==> config.mk <==
export PLATFORM = sky130hd
export DESIGN_NAME = traffic_light_monitor_flat
export DESIGN_NICKNAME = d
export VERILOG_FILES = /design/src/rtl/traffic_light_monitor_if.sv /design/src/rtl/traffic_light_monitor.sv /design/src/flat_wrapper.sv
export SDC_FILE = /design/constraint.sdc
export NUM_CORES = 1
export LEC_CHECK = 0
export CORE_ASPECT_RATIO = 0.5
export CORE_MARGIN = 1
export CORE_UTILIZATION = 31
export CTS_CLUSTER_DIAMETER = 120
export CTS_CLUSTER_SIZE = 25
export DETAILED_ROUTE_END_ITERATION = 6
export HOLD_SLACK_MARGIN = 0.12
export SLEW_MARGIN = 20
export SYNTH_ARGS = -nofsm -noshare
export SYNTH_HDL_FRONTEND = slang
export SYNTH_SLANG_ARGS = --single-unit
==> constraint.sdc <==
create_clock -name clk -period 2 [get_ports clk]
set_clock_uncertainty 0.2 [all_clocks]
set_input_delay 0.3 -clock clk [delete_from_list [all_inputs] [get_ports clk]]
set_output_delay 0.3 -clock clk [all_outputs]
set_load 0.05 [all_outputs]
==> src/rtl/traffic_light_monitor_if.sv <==
// Lamp observation and monitor status bundle for traffic_light_monitor.
// master drives the lamps and clear; slave is the monitor.
interface traffic_light_monitor_if;
  logic [2:0] northSouth;
  logic [2:0] eastWest;
  logic       err_clr;
  logic       locked;
  logic [2:0] phase;
  logic       err;
  logic [2:0] err_code;
  logic [7:0] cycle_cnt;

  modport master (
    output northSouth, eastWest, err_clr,
    input  locked, phase, err, err_code, cycle_cnt
  );

  modport slave (
    input  northSouth, eastWest, err_clr,
    output locked, phase, err, err_code, cycle_cnt
  );
endinterface

==> src/rtl/traffic_light_monitor.sv <==
// Traffic light monitor: checks NS/EW lamp patterns and phase order.
// Define TLM_DURATION_CHECK_EN to add phase-length checks (codes 4/5).
module traffic_light_monitor #(
  parameter int GREEN_CYC  = 16,
  parameter int YELLOW_CYC = 4,
  parameter int ALLRED_CYC = 4
) (
  input logic                    clk,
  input logic                    reset,
  traffic_light_monitor_if.slave mon
);

  typedef enum logic [2:0] {
    SYNC = 3'd0,
    NS_G = 3'd1,
    NS_Y = 3'd2,
    RR1  = 3'd3,
    EW_G = 3'd4,
    EW_Y = 3'd5,
    RR2  = 3'd6
  } state_e;

  localparam logic [5:0] P_NSG = 6'b001_100;
  localparam logic [5:0] P_NSY = 6'b010_100;
  localparam logic [5:0] P_RR  = 6'b100_100;
  localparam logic [5:0] P_EWG = 6'b100_001;
  localparam logic [5:0] P_EWY = 6'b100_010;

  if (GREEN_CYC < 1 || GREEN_CYC > 30 ||
      YELLOW_CYC < 1 || YELLOW_CYC > 30 ||
      ALLRED_CYC < 1 || ALLRED_CYC > 30) begin : g_bad_cfg
    $error("phase lengths must lie in 1..30");
  end

  state_e     state_q, state_d;
  state_e     succ;
  logic [5:0] prev_q, prev_d;
  logic       err_q, err_d;
  logic [2:0] code_q, code_d;
  logic [7:0] cnt_q, cnt_d;

  logic [5:0] p;
  logic [5:0] exp_p;
  logic       change;
  logic       locked;
  logic       one_hot;
  logic       legal;
  logic       short_v;
  logic       over_v;
  logic [2:0] viol;

  assign p       = {mon.northSouth, mon.eastWest};
  assign change  = p != prev_q;
  assign locked  = state_q != SYNC;
  assign one_hot = $onehot(mon.northSouth) && $onehot(mon.eastWest);
  assign legal   = p inside {P_NSG, P_NSY, P_RR, P_EWG, P_EWY};

  always_comb begin
    succ  = SYNC;
    exp_p = P_NSG;
    unique case (state_q)
      NS_G: begin succ = NS_Y; exp_p = P_NSY; end
      NS_Y: begin succ = RR1;  exp_p = P_RR;  end
      RR1:  begin succ = EW_G; exp_p = P_EWG; end
      EW_G: begin succ = EW_Y; exp_p = P_EWY; end
      EW_Y: begin succ = RR2;  exp_p = P_RR;  end
      RR2:  begin succ = NS_G; exp_p = P_NSG; end
      default: ;
    endcase
  end

`ifdef TLM_DURATION_CHECK_EN
  logic [4:0] run_q, run_d;
  logic [4:0] req_len;

  always_comb begin
    unique case (state_q)
      NS_G, EW_G: req_len = 5'(GREEN_CYC);
      NS_Y, EW_Y: req_len = 5'(YELLOW_CYC);
      default:    req_len = 5'(ALLRED_CYC);
    endcase
  end

  // run counts consecutive samples of prev_q's pattern
  always_comb begin
    run_d = run_q + 5'd1;
    if (change) run_d = 5'd1;
    else if (run_q == 5'd31) run_d = run_q;
  end

  assign short_v = change && (run_q < req_len);
  assign over_v  = !change && (run_q >= req_len);

  always_ff @(posedge clk or negedge reset) begin
    if (!reset) run_q <= 5'd0;
    else        run_q <= run_d;
  end
`else
  assign short_v = 1'b0;
  assign over_v  = 1'b0;
`endif

  // lowest violation code wins
  always_comb begin
    viol = 3'd0;
    priority case (1'b1)
      !one_hot:                             viol = 3'd1;
      !legal:                               viol = 3'd2;
      locked && change && (p != exp_p):     viol = 3'd3;
      locked && short_v:                    viol = 3'd4;
      locked && over_v:                     viol = 3'd5;
      default: ;
    endcase
  end

  always_comb begin
    state_d = state_q;
    prev_d  = p;
    err_d   = err_q;
    code_d  = code_q;
    cnt_d   = cnt_q;
    if (viol != 3'd0) begin
      state_d = SYNC;
    end else if (!locked) begin
      if (p == P_NSG && prev_q != P_NSG) state_d = NS_G;
    end else if (change) begin
      state_d = succ;
      if (state_q == RR2) cnt_d = cnt_q + 8'd1;
    end
    if (mon.err_clr) begin
      err_d  = 1'b0;
      code_d = 3'd0;
    end
    if (viol != 3'd0 && (!err_q || mon.err_clr)) begin
      err_d  = 1'b1;
      code_d = viol;
    end
  end

  always_ff @(posedge clk or negedge reset) begin
    if (!reset) begin
      state_q <= SYNC;
      prev_q  <= 6'd0;
      err_q   <= 1'b0;
      code_q  <= 3'd0;
      cnt_q   <= 8'd0;
    end else begin
      state_q <= state_d;
      prev_q  <= prev_d;
      err_q   <= err_d;
      code_q  <= code_d;
      cnt_q   <= cnt_d;
    end
  end

  assign mon.locked    = locked;
  assign mon.phase     = state_q;
  assign mon.err       = err_q;
  assign mon.err_code  = code_q;
  assign mon.cycle_cnt = cnt_q;

endmodule

==> src/flat_wrapper.sv <==
// flat-port wrapper written by rule: the top's interface ports become plain ports
module traffic_light_monitor_flat 
#(
  parameter int GREEN_CYC  = 16,
  parameter int YELLOW_CYC = 4,
  parameter int ALLRED_CYC = 4
)
  (clk, reset, mon_northSouth, mon_eastWest, mon_err_clr, mon_locked, mon_phase, mon_err, mon_err_code, mon_cycle_cnt);
  traffic_light_monitor_if mon_i ();
  input logic clk;
  input logic reset;
  input wire logic [$bits(mon_i.northSouth)-1:0] mon_northSouth;
  input wire logic [$bits(mon_i.eastWest)-1:0] mon_eastWest;
  input wire logic [$bits(mon_i.err_clr)-1:0] mon_err_clr;
  output wire logic [$bits(mon_i.locked)-1:0] mon_locked;
  output wire logic [$bits(mon_i.phase)-1:0] mon_phase;
  output wire logic [$bits(mon_i.err)-1:0] mon_err;
  output wire logic [$bits(mon_i.err_code)-1:0] mon_err_code;
  output wire logic [$bits(mon_i.cycle_cnt)-1:0] mon_cycle_cnt;
  assign mon_i.northSouth = mon_northSouth;
  assign mon_i.eastWest = mon_eastWest;
  assign mon_i.err_clr = mon_err_clr;
  assign mon_locked = mon_i.locked;
  assign mon_phase = mon_i.phase;
  assign mon_err = mon_i.err;
  assign mon_err_code = mon_i.err_code;
  assign mon_cycle_cnt = mon_i.cycle_cnt;
  traffic_light_monitor #(.GREEN_CYC(GREEN_CYC), .YELLOW_CYC(YELLOW_CYC), .ALLRED_CYC(ALLRED_CYC)) u_core (.clk(clk), .reset(reset), .mon(mon_i));
endmodule
# Yosys cells after proc, flatten, opt, wreduce, memory -nomap -nowiden
# Cells that the tools add are included.
# word_totals
mem_count,0
latch_bits,0
word_cells,56
rom_bits,0
ram_bits,0
reg_bits,21
# op_classes
n_mux,13
n_lt_le_gt_ge,0
eq_ne,17
shift,0
reduce_logical,15
n_mul,0
bitwise_logic,1
n_addsub,5
div,0
# op_table
cell,n
two-way mux 3 bit,8
one-hot mux 6 bit (4 select lines),1
== test 6 bit (second input constant),3
one-hot mux 3 bit (6 select lines),1
inequality test 6 bit,2
== test 3 bit (second input constant),3
nonzero test 3 bit,3
adder 8 x 1 -> 8 bit (second input constant),1
== test 3 x 2 -> 1 bit (second input constant),2
== test 6 x 4 -> 1 bit (second input constant),1
== test 6 x 5 -> 1 bit (second input constant),1
inequality test 6 x 4 -> 1 bit (second input constant),1
logical AND 1 bit,5
nonzero test 5 bit,1
adder 1 x 1 -> 2 bit,2
adder 2 x 1 -> 2 bit,2
== test 2 x 1 -> 1 bit (second input constant),2
AND reduction 4 bit,1
== test 3 x 1 -> 1 bit (second input constant),1
inequality test 3 x 2 -> 1 bit (second input constant),1
two-way mux 1 bit,2
two-way mux 2 bit,1
AND reduction 2 bit,1
nonzero test 2 bit,1
4 further kinds,4

# Depth between registers and ports, before layout
# Gate-level depths: netlist (run 1).
# logic_depth
depth_word,11
ltp_mapped,8
mapped_depth_nobuf,7

# Worst setup path after synthesis (run 1)
# OpenSTA, ideal clock, no wires.
# synth_timing
path_kind,input -> register
startpoint,input port mon_northSouth[0]
endpoint,"register u_core.cnt_q[1], in the netlist u_core.mon.cycle_cnt[1]"
path_buffers,0
slack_ns,-0.558
setup_time_ns,0.125
path_stages,6
t_arrival_ns,2.233
required_ns,1.675
path_cell_list,fa_1 -> nand2_1 -> nor3_1 -> nand3b_4 -> nor2_1 -> mux2_2
# synth_via
elab_chain_len,9
elab_cells_between_ends,20
classes_between,2 x add/sub; 8 x eq/ne; 3 x mux; 1 x bitwise; 6 x reduce/logical
# synth_rtl
element,line,rtl
"start, declared",flat_wrapper.sv:12,input wire logic [$bits(mon_i.northSouth)-1:0] mon_northSouth;
"parallel branches: the longest is 8 deep, another holds adder 1 x 1 -> 2 bit",n/a,
AND reduction 4 bit (no line) *,n/a,
"end signal, assigned",traffic_light_monitor.sv:152,cnt_q <= cnt_d;
"end, declared",traffic_light_monitor.sv:40,"logic [7:0] cnt_q, cnt_d;"
# Every way passes the cells marked *.
# A chain may end at the register's enable or synchronous reset.

# Final worst setup path (run 1)
# layout_timing
startpoint,"register u_core.state_q[2], in the netlist u_core.mon.phase[2]"
endpoint,"register u_core.cnt_q[7], in the netlist u_core.mon.cycle_cnt[7]"
# layout_via
elab_chain_len,11
elab_cells_between_ends,18
classes_between,7 x eq/ne; 4 x mux; 1 x bitwise; 6 x reduce/logical
# layout_rtl
element,line,rtl
"start, declared",traffic_light_monitor.sv:35,"state_e state_q, state_d;"
"start signal, assigned",traffic_light_monitor.sv:148,state_q <= state_d;
== test 3 x 2 -> 1 bit / == test 3 bit (equally long branches),traffic_light_monitor.sv:61,unique case (state_q)
OR reduction 2 bit (no line),n/a,
one-hot mux 6 bit (4 select lines),traffic_light_monitor.sv:61,
inequality test 6 bit,traffic_light_monitor.sv:109,locked && change && (p != exp_p): viol = 3'd3;
logical AND 1 bit,traffic_light_monitor.sv:109,
two-way mux 2 bit,traffic_light_monitor.sv:106,priority case (1'b1)
two-way mux 3 bit (2 in series),traffic_light_monitor.sv:106,
nonzero test 3 bit,traffic_light_monitor.sv:122,if (viol != 3'd0) begin
NOT 1 bit (no line),n/a,
AND reduction 4 bit (no line) *,n/a,
# Mark *: on every way between the ends. The rest lies on a longest branch, timed or not.

==> results of run 1 <==
[worst max-delay path: stages (launching register included)]
cell and delay (ns):
dfrtp_2 0.42, buf_6 0.12, and2b_2 0.22, o211a_1 0.20, a211o_1 0.29, a21oi_4 0.27, buf_4 0.19, nor4_4 0.05
xor2_1 0.16
[worst paths after layout]
| check | startpoint | cells past startpoint | end |
|---|---|---|---|
| setup / recovery | u_core.mon.phase[2]$_DFFE_PN0P_ | 8 | u_core.mon.cycle_cnt[7]$_DFFE_PN0P_ |
| hold reg to reg | u_core.mon.cycle_cnt[7]$_DFFE_PN0P_ | 1 | u_core.mon.cycle_cnt[7]$_DFFE_PN0P_ |
| min in group asynchronous | reset | 2 | u_core.mon.cycle_cnt[7]$_DFFE_PN0P_ |
| max in group asynchronous | reset | 2 | u_core.mon.phase[1]$_DFFE_PN0P_ |
| setup reg to reg | u_core.mon.phase[2]$_DFFE_PN0P_ | 8 | u_core.mon.cycle_cnt[7]$_DFFE_PN0P_ |
| hold / removal | mon_northSouth[1] | 2 | u_core.prev_q[4]$_DFF_PN0_ |
[kinds of logic (layout without fill, tap and decap cells)]
family,after synthesis,in the layout,synth area share [%]
simple gates,50,50,24.4
compound gates,25,26,18.4
flops,20,20,37.5
xor+xnor,14,14,9.18
buf+inv,11,66,5.53
fa+ha+maj,3,3,3.94
other cells,1,1,0.281
mux,1,1,0.843
[Yosys cell counts, types with 2 or more instances]
cell     count  area [um2]
a211o_1      2        17.5
xnor2_1      6        52.6
and2b_2      2        17.5
nor3_1       4        20.0
nor2_1      12        45.0
buf_6        3        33.8
o21ai_0      4        20.0
o31ai_1      2        15.0
xor2_1       8        70.1
buf_4        2        15.0
nand2_1      7        26.3
dfrtp_1     20         500
nor2b_1      2        12.5
nor3b_1      3        22.5
nand4_1      4        25.0
inv_1        4        15.0
buf_2        2        10.0
fa_1         2        40.0
nand3_1      2        10.0
[stage by stage]
stage	setup slack [ns]	instance area, um2	instances
floorplan	-0.290	1350	125
global placement	-0.707	1750	222
detailed placement	-0.721	1750	222
CTS	-0.233	1970	234
global route	-0.301	2050	235
finish	-0.237	2050	235
[layout make-up]
cell class / count / area [um2] / share of cell area, %
clock inverters: 1 / 30.0 / 1.46
well taps: 54 / 67.6 / 3.29
clock buffers: 3 / 41.3 / 2.01
inverters: 4 / 15.0 / 0.732
repair buffers: 58 / 477 / 23.2
flip-flops and latches: 20 / 504 / 24.6
multi-input cells: 95 / 916 / 44.7
[power groups by stage]
stage               combinational [mW]  sequential [mW]  clock [mW]
floorplan                       0.0734            0.439           0
global placement                 0.151            0.428           0
detailed placement               0.152            0.429           0
CTS                              0.168            0.420       0.418
global route                     0.192            0.422       0.434
finish                           0.175            0.420       0.406
[repair_timing]
action	CTS	global route
cloned	1	0
setup endpoints to repair	14	15
gates resized for setup	34	19
buffers inserted	6	2
pin swaps	14	9
hold buffers	1	0
hold endpoints to repair	1	0
[cell usage in the layout, fill, tap and decap left out, types with 4 or more instances in the layout]
cell | netlist | final
xor2_1 | 8 | 8
nor2_1 | 12 | 9
nand4_1 | 4 | 4
buf_4 | 2 | 42
nand2_1 | 7 | 5
dfrtp_1 | 20 | 17
xnor2_1 | 6 | 6
buf_6 | 3 | 7
[per-layer routing]
layer / up-vias / wire, um / GRT usage, %
met5: - / 0 / 0
met4: 0 / 12 / 2.27
met3: 2 / 107 / 3.30
met2: 22 / 1590 / 25.9
met1: 557 / 1600 / 22.6
li1: 559 / - / -
[sequential cells by signal (all words and copies together) (netlist names)]
register	cells
u_core.prev_q	6
u_core.mon.phase	3
u_core.mon.err_code	2
u_core.mon.err	1
u_core.mon.cycle_cnt	8
==> impl_metrics.toml, run 1 <==
[die]
io_pins = 25
die-area_um2 = 4590
die_h_um = 48.4
rows = 16
dieWidth_um = 94.8
start_util_pct = 33.3
core_um2 = 4000

[setup_path]
cp_max_fo = 6
r2r_slack_ns = -0.24
crit_required_ns = 1.95
crit_path_start_kind = "flip-flop"
worst-setup-path-type = "reg -> reg"
cp-end-kind = "flip-flop"
arrival_ns = 2.18

[sta]
finalCriticalPeriod_ns = 2.24
maxSlewViolCount = 0
timing.final.crit_share_pct = 112
setup_viol = 14
setup_tns_ns = -2.51
hold_viol_final = 0
rsz0062_at_grt = "yes"
worst_slack_ns = -0.237
max_freq_mhz = 447
fin_hold_ws_ns = 0.166

[grt]
overflow = 0
first_global_vias = 1172
grt_pass1_wl_um = 5690
grt_antenna_before_repair = 0
track_usage_pct = 16.0
grt_max_degree = 21

[final_layout]
n_fill_cell = 367
synthToLayoutAreaGrowth_pct = 53.6
num-nets-final = 194
postLayoutCoreUtil_pct = 51.2
drive_above_1_share_pct = 54.1
antenna_cells = 0

[worst_hold_path]
min_path_type = "in -> reg"

[logic_synthesis]
syn_inst = 125
syn_nets = 137
netlist_area_um2 = 1340
synth_edf_count = 0
ys_async_sr_fraction_pct = 100
synth.avg_cell_area_um2 = 10.7
yosysUniqueCellTypes = 53
synth_seq_cells = 20
yosys_warnings = 0
seq_area_frac_synth_pct = 37.5
synth_flop_cell = "dfrtp_1"

[drt]
drc = 0
vias_per_cell = 4.85
wire_per_inst_um = 14.1
drt-initial-drc-count = 70
vias = 1140
finalWirelength_um = 3310
dr.pass1.iters = 4
drtAntennaViolNets = 0

[pwr]
clkPwrFrac_pct = 40.5
swShare_pct = 24.3
switching_power_mw = 0.243
p_comb_share_pct = 17.5
power_mw = 1.00
pwr-share-seq_pct = 42.0
power.density_nw_per_um2 = 488
irDropWorstVdd_mv = 0.269
p_int_mw = 0.759
p_leak_nw = 0.954

[clock_tree]
path_clk_slew_ns = 0.08
cts_buffers = 3
h-tree-depth = 1
clock_latency_ns = 0.26
cts_tree = "done"
root_buffer = "clkbuf_8"
numClockSinks = 20
clockBufferDepth = 2

[placed_design]
dp_hpwl_um = 2270
gp_congestion = 0.792
port_buffers = 23

[status]
violations = "negative setup slack"
status = "complete, but fails checks"

[run]
max_cap_violations = 0
Note: power is estimated with default switching activity, not from simulation.
==> run 2, diff against run 1 <==
--- a/config.mk
+++ b/config.mk
@@ -16,3 +16,4 @@
 export SYNTH_ARGS = -nofsm -noshare
 export SYNTH_HDL_FRONTEND = slang
 export SYNTH_SLANG_ARGS = --single-unit
+export TNS_END_PERCENT = 50
==> constraint.sdc (replaced) <==
create_clock -name clk -period 2.35 [get_ports clk]
set_clock_uncertainty 0.2 [all_clocks]
set_input_delay 0.3525 -clock clk [delete_from_list [all_inputs] [get_ports clk]]
set_output_delay 0.3525 -clock clk [all_outputs]
set_load 0.05 [all_outputs]
==> impl_metrics.toml, run 2 (synthesis results as in run 1) <==
[status]
status = "complete, no violations"

[drt]
drc = 0
wire_per_inst_um = 13.9
vias_per_cell = 4.97
dr.pass1.iters = 4
vias = 1167
drt-initial-drc-count = 29
finalWirelength_um = 3270
drtAntennaViolNets = 0

[setup_path]
crit_required_ns = 2.32
critPathMaxStageDelay_ns = 0.47
crit_slowest_cell = "dfrtp_2"
crit_path_start_kind = "flip-flop"
cp_top_family = "compound AO/OA/AOI/OAI gates"
cp.buffers_inverters = 1
worst-setup-path-type = "reg -> reg"
crit_chain = "and2b_2 -> o211a_1 -> a211o_1 -> a21oi_4 -> buf_4 -> nor3b_4 -> a32o_1"
cp_max_fo = 12
cp-end-kind = "flip-flop"
arrival_ns = 2.26

[final_layout]
final_common_cell = "buf_4"
most-common-layout-cells = "buf_4 (33), dfrtp_1 (17), clkdlybuf4s50_1 (16)"
drive_above_1_share_pct = 38.1
antenna_cells = 0
largest_register_ffs = 8
num-nets-final = 194
synthToLayoutAreaGrowth_pct = 48.8

[run]
max_cap_violations = 0

[sta]
fin_hold_ws_ns = 0.185
maxSlewHeadroom_pct = 65.5
max_freq_mhz = 436
tightest_slew_ns = 0.516
rsz0062_at_grt = "yes"
hold_viol_final = 0
maxSlewViolCount = 0
finalCriticalPeriod_ns = 2.29
worst_slack_ns = 0.0553
setup_viol = 0
timing.final.crit_share_pct = 97.6

[die]
dieWidth_um = 94.8
start_util_pct = 33.3
core_um2 = 4000
io_pins = 25
die-area_um2 = 4590
rows = 16
die_h_um = 48.4

[pwr]
irDropWorstVdd_mv = 0.211
p_leak_nw = 0.930
power.density_nw_per_um2 = 437

[clock_tree]
clock_latency_ns = 0.28
cts_buffers = 3
clockBufferDepth = 2
numClockSinks = 20
h-tree-depth = 1
ctsHoldBuffers = 0
cts_tree = "done"
path_clk_slew_ns = 0.08
root_buffer = "clkbuf_8"

[placed_design]
dp_hpwl_um = 2310
port_buffers = 23
dp_slack_ns = -0.363
gp_congestion = 0.797

[grt]
track_usage_pct = 15.7
grt_max_degree = 21
overflow = 0
first_global_vias = 1150
grt_pass1_wl_um = 5470
grt_antenna_before_repair = 0

[worst_hold_path]
min_path_type = "in -> reg"
-- run 2: power breakdown --
group	switching (mW)	total (mW)	leakage [nW]	internal [mW]
logic	0.0761	0.141	0.644	0.0653
registers	0.00588	0.358	0.250	0.352
clock network	0.140	0.369	0.0357	0.228
-- run 2: routing by layer --
layer	track usage (%)	wire length (um)	up-vias	part of all wire, %
met5	0	0	-	0
met4	6.82	74	0	2.3
met3	3.14	74	9	2.3
met2	25.5	1600	14	49
met1	20.2	1520	581	46
li1	-	-	563	-
-- run 2: worst paths after layout --
path                                                     startpoint                                   to  slack [ns]  cells past startpoint
max in group asynchronous                                     reset      u_core.mon.phase[1]$_DFFE_PN0P_        1.49                      2
worst min register to register  u_core.mon.cycle_cnt[7]$_DFFE_PN0P_  u_core.mon.cycle_cnt[7]$_DFFE_PN0P_        0.27                      1
min in group asynchronous                                     reset  u_core.mon.cycle_cnt[5]$_DFFE_PN0P_        0.22                      2
worst max-delay path                u_core.mon.phase[2]$_DFFE_PN0P_      u_core.mon.phase[2]$_DFFE_PN0P_        0.06                      7
worst max register to register      u_core.mon.phase[2]$_DFFE_PN0P_      u_core.mon.phase[2]$_DFFE_PN0P_        0.06                      7
worst min-delay path                                mon_eastWest[0]           u_core.prev_q[0]$_DFF_PN0_        0.18                      2
-- run 2: final cells by class --
class | instances | area (um2)
clock buffers | 3 | 41.3
clock inverters | 1 | 30.0
fillers | 383 | 2020
inverters | 4 | 15.0
multi-input cells | 94 | 826
flip-flops and latches | 20 | 504
well taps | 54 | 67.6
repair buffers | 59 | 503
-- run 2: what timing repair did --
item,4_1_cts,5_1_grt
buffers inserted,3,7
pin swaps,8,7
endpoints found under the hold margin,0,0
endpoints found under the setup margin,5,12
gates cloned,0,0
resized for setup,13,8
-- run 2: per-stage QoR --
step	utilization (%)	instances	total power, mW	TNS, ns	area, um2
after global placement	44.3	221	0.497	-3.76	1780
after floorplan	-	125	0.432	0	1340
after CTS	47.3	228	0.872	0	1890
after detailed placement	44.3	221	0.499	-3.93	1780
final	49.6	235	0.868	0	1990
after global routing	49.6	235	0.898	-0.0947	1990
-- run 2: worst register-to-register path, stage by stage (launching register included) --
cell and delay, ns:
dfrtp_2 0.47, and2b_2 0.26, o211a_1 0.22, a211o_1 0.31, a21oi_4 0.25, buf_4 0.17
nor3b_4 0.05, a32o_1 0.26
==> run 3, diff against run 2 <==
--- a/config.mk
+++ b/config.mk
@@ -5,6 +5,7 @@
 export SDC_FILE = /design/constraint.sdc
 export NUM_CORES = 1
 export LEC_CHECK = 0
+export CAP_MARGIN = 30
 export CORE_ASPECT_RATIO = 0.5
 export CORE_MARGIN = 1
 export CORE_UTILIZATION = 31
==> constraint.sdc (replaced) <==
create_clock -name clk -period 2.7 [get_ports clk]
set_clock_uncertainty 0.2 [all_clocks]
set_input_delay 0.405 -clock clk [delete_from_list [all_inputs] [get_ports clk]]
set_output_delay 0.405 -clock clk [all_outputs]
set_load 0.05 [all_outputs]
==> impl_metrics.toml, run 3 (synthesis results as in run 1) <==
[pwr]
pwr-share-seq_pct = 49.8
irDropWorstVdd_mv = 0.146
p_leak_nw = 0.813
swShare_pct = 26.8
p_comb_share_pct = 17.8
power.density_nw_per_um2 = 350
p_int_mw = 0.458
switching_power_mw = 0.167
clkPwrFrac_pct = 32.3

[final_layout]
antenna_cells = 0
final_common_cell = "clkdlybuf4s50_1"
postLayoutCoreUtil_pct = 44.6
final-instance-count-excl-fill = 220
drive_above_1_share_pct = 25.9
synthToLayoutAreaGrowth_pct = 33.8
largest_register_ffs = 8
most-common-layout-cells = "clkdlybuf4s50_1 (23), buf_4 (22), dfrtp_1 (20)"
num-nets-final = 180
fin_area_um2 = 1790

[sta]
timing.final.crit_share_pct = 94.3
maxSlewHeadroom_pct = 66.2
hold_viol_final = 0
finalCriticalPeriod_ns = 2.55
max_freq_mhz = 393
fin_hold_ws_ns = 0.274
setup_viol = 0
tightest_slew_ns = 0.505
rsz0062_at_grt = "no"
maxSlewViolCount = 0

[run]
max_cap_violations = 0

[grt]
grt_pass1_wl_um = 5060
track_usage_pct = 14.0
grt_max_degree = 21
overflow = 0
first_global_vias = 1137
grt_antenna_before_repair = 0

[setup_path]
worst-setup-path-type = "reg -> out"
regToRegEndpoint = "u_core.mon.err_code[0]$_DFFE_PN0P_"
crit_path_start_kind = "flip-flop"
cp-end-kind = "output pin"
r2r_slack_ns = 0.34
crit-reg2reg-launch = "u_core.mon.phase[2]$_DFFE_PN0P_"
cp-endpoint = "mon_locked"
cp_max_fo = 12
reg2reg_depth = 7
crit_required_ns = 2.10
startpoint = "u_core.mon.phase[2]$_DFFE_PN0P_"
arrival_ns = 1.94

[placed_design]
gp_congestion = 0.778
dp_cells = 217
port_buffers = 23
dp_hpwl_um = 2210
placed_area_um2 = 1740

[clock_tree]
root_buffer = "clkbuf_8"
path_clk_slew_ns = 0.08
numClockSinks = 20
ctsResizeCount = 0
clockBufferDepth = 2
post_cts_buffers = 0
cts_tree = "done"
h-tree-depth = 1
cts_buffers = 3
clock_latency_ns = 0.26
ctsHoldBuffers = 0

[worst_hold_path]
worstHoldStart = "u_core.mon.cycle_cnt[7]$_DFFE_PN0P_"
min_path_type = "reg -> reg"

[drt]
drt-initial-drc-count = 30
dr.pass1.iters = 5
drc = 0
wire_per_inst_um = 13.2
drtAntennaViolNets = 0
vias_per_cell = 4.91
finalWirelength_um = 2890
vias = 1081

[die]
die-area_um2 = 4590
dieWidth_um = 94.8
die_h_um = 48.4
start_util_pct = 33.3
core_um2 = 4000
io_pins = 25
rows = 16

[status]
status = "complete, no violations"
[run 3: cell types whose count changed in the layout (fill, tap and decap cells not counted), sizes merged]
cell           previous run  this run
buf                      36        22
clkdlybuf4s50            16        23
bufinv                    1         0
clkbuf                    4         3
dlymetal6s2s              1         0
dlygate4sd2               5         0
[run 3: power by group through the flow]
stage                     logic [mW]  clock network (mW)  registers (mW)
final                          0.111               0.202           0.311
after global routing           0.124               0.219           0.312
after CTS                      0.112               0.207           0.312
after detailed placement       0.111                   0           0.318
after global placement         0.110                   0           0.317
after floorplan               0.0495                   0           0.325
[run 3: cell type report]
type,instances,area (um2)
Clock buffer,3,41.3
Fill cell,382,2220
Inverter,4,15.0
Multi-Input combinational cell,94,767
Sequential cell,20,500
Tap cell,54,67.6
Timing Repair Buffer,45,395
[run 3: per-stage QoR]
step / TNS (ns) / total power, mW / setup slack, ns
3_5_place_dp: -0.257 / 0.428 / -0.0728
4_1_cts: 0 / 0.630 / 0.144
3_3_place_gp: -0.242 / 0.428 / -0.0831
6_report: 0 / 0.625 / 0.153
5_1_grt: 0 / 0.656 / 0.0251
2_1_floorplan: 0 / 0.375 / 0.0374
[run 3: worst min path at each step]
stage	endpoint	slack (ns)	cells after the start
final	u_core.mon.cycle_cnt[7]$_DFFE_PN0P_	0.27	1
after global routing	u_core.mon.cycle_cnt[6]$_DFFE_PN0P_	0.30	2
after CTS	u_core.mon.cycle_cnt[7]$_DFFE_PN0P_	0.28	1
after detailed placement	u_core.mon.cycle_cnt[7]$_DFFE_PN0P_	0.26	1
after global placement	u_core.mon.cycle_cnt[7]$_DFFE_PN0P_	0.26	1
after floorplan	u_core.mon.cycle_cnt[0]$_DFFE_PN0P_	-0.09	0
[run 3: worst max-delay path, stage by stage, from the launching register on]
cell	delay, ns
dfrtp_1	0.49
or3_4	0.47
clkdlybuf4s50_1	0.72
[run 3: routing by layer]
layer / track usage, % / wire, um / vias up
li1: - / - / 534
met1: 18.2 / 1410 / 528
met2: 23.5 / 1400 / 15
met3: 2.36 / 46 / 4
met4: 4.55 / 41 / 0
met5: 0 / 0 / -
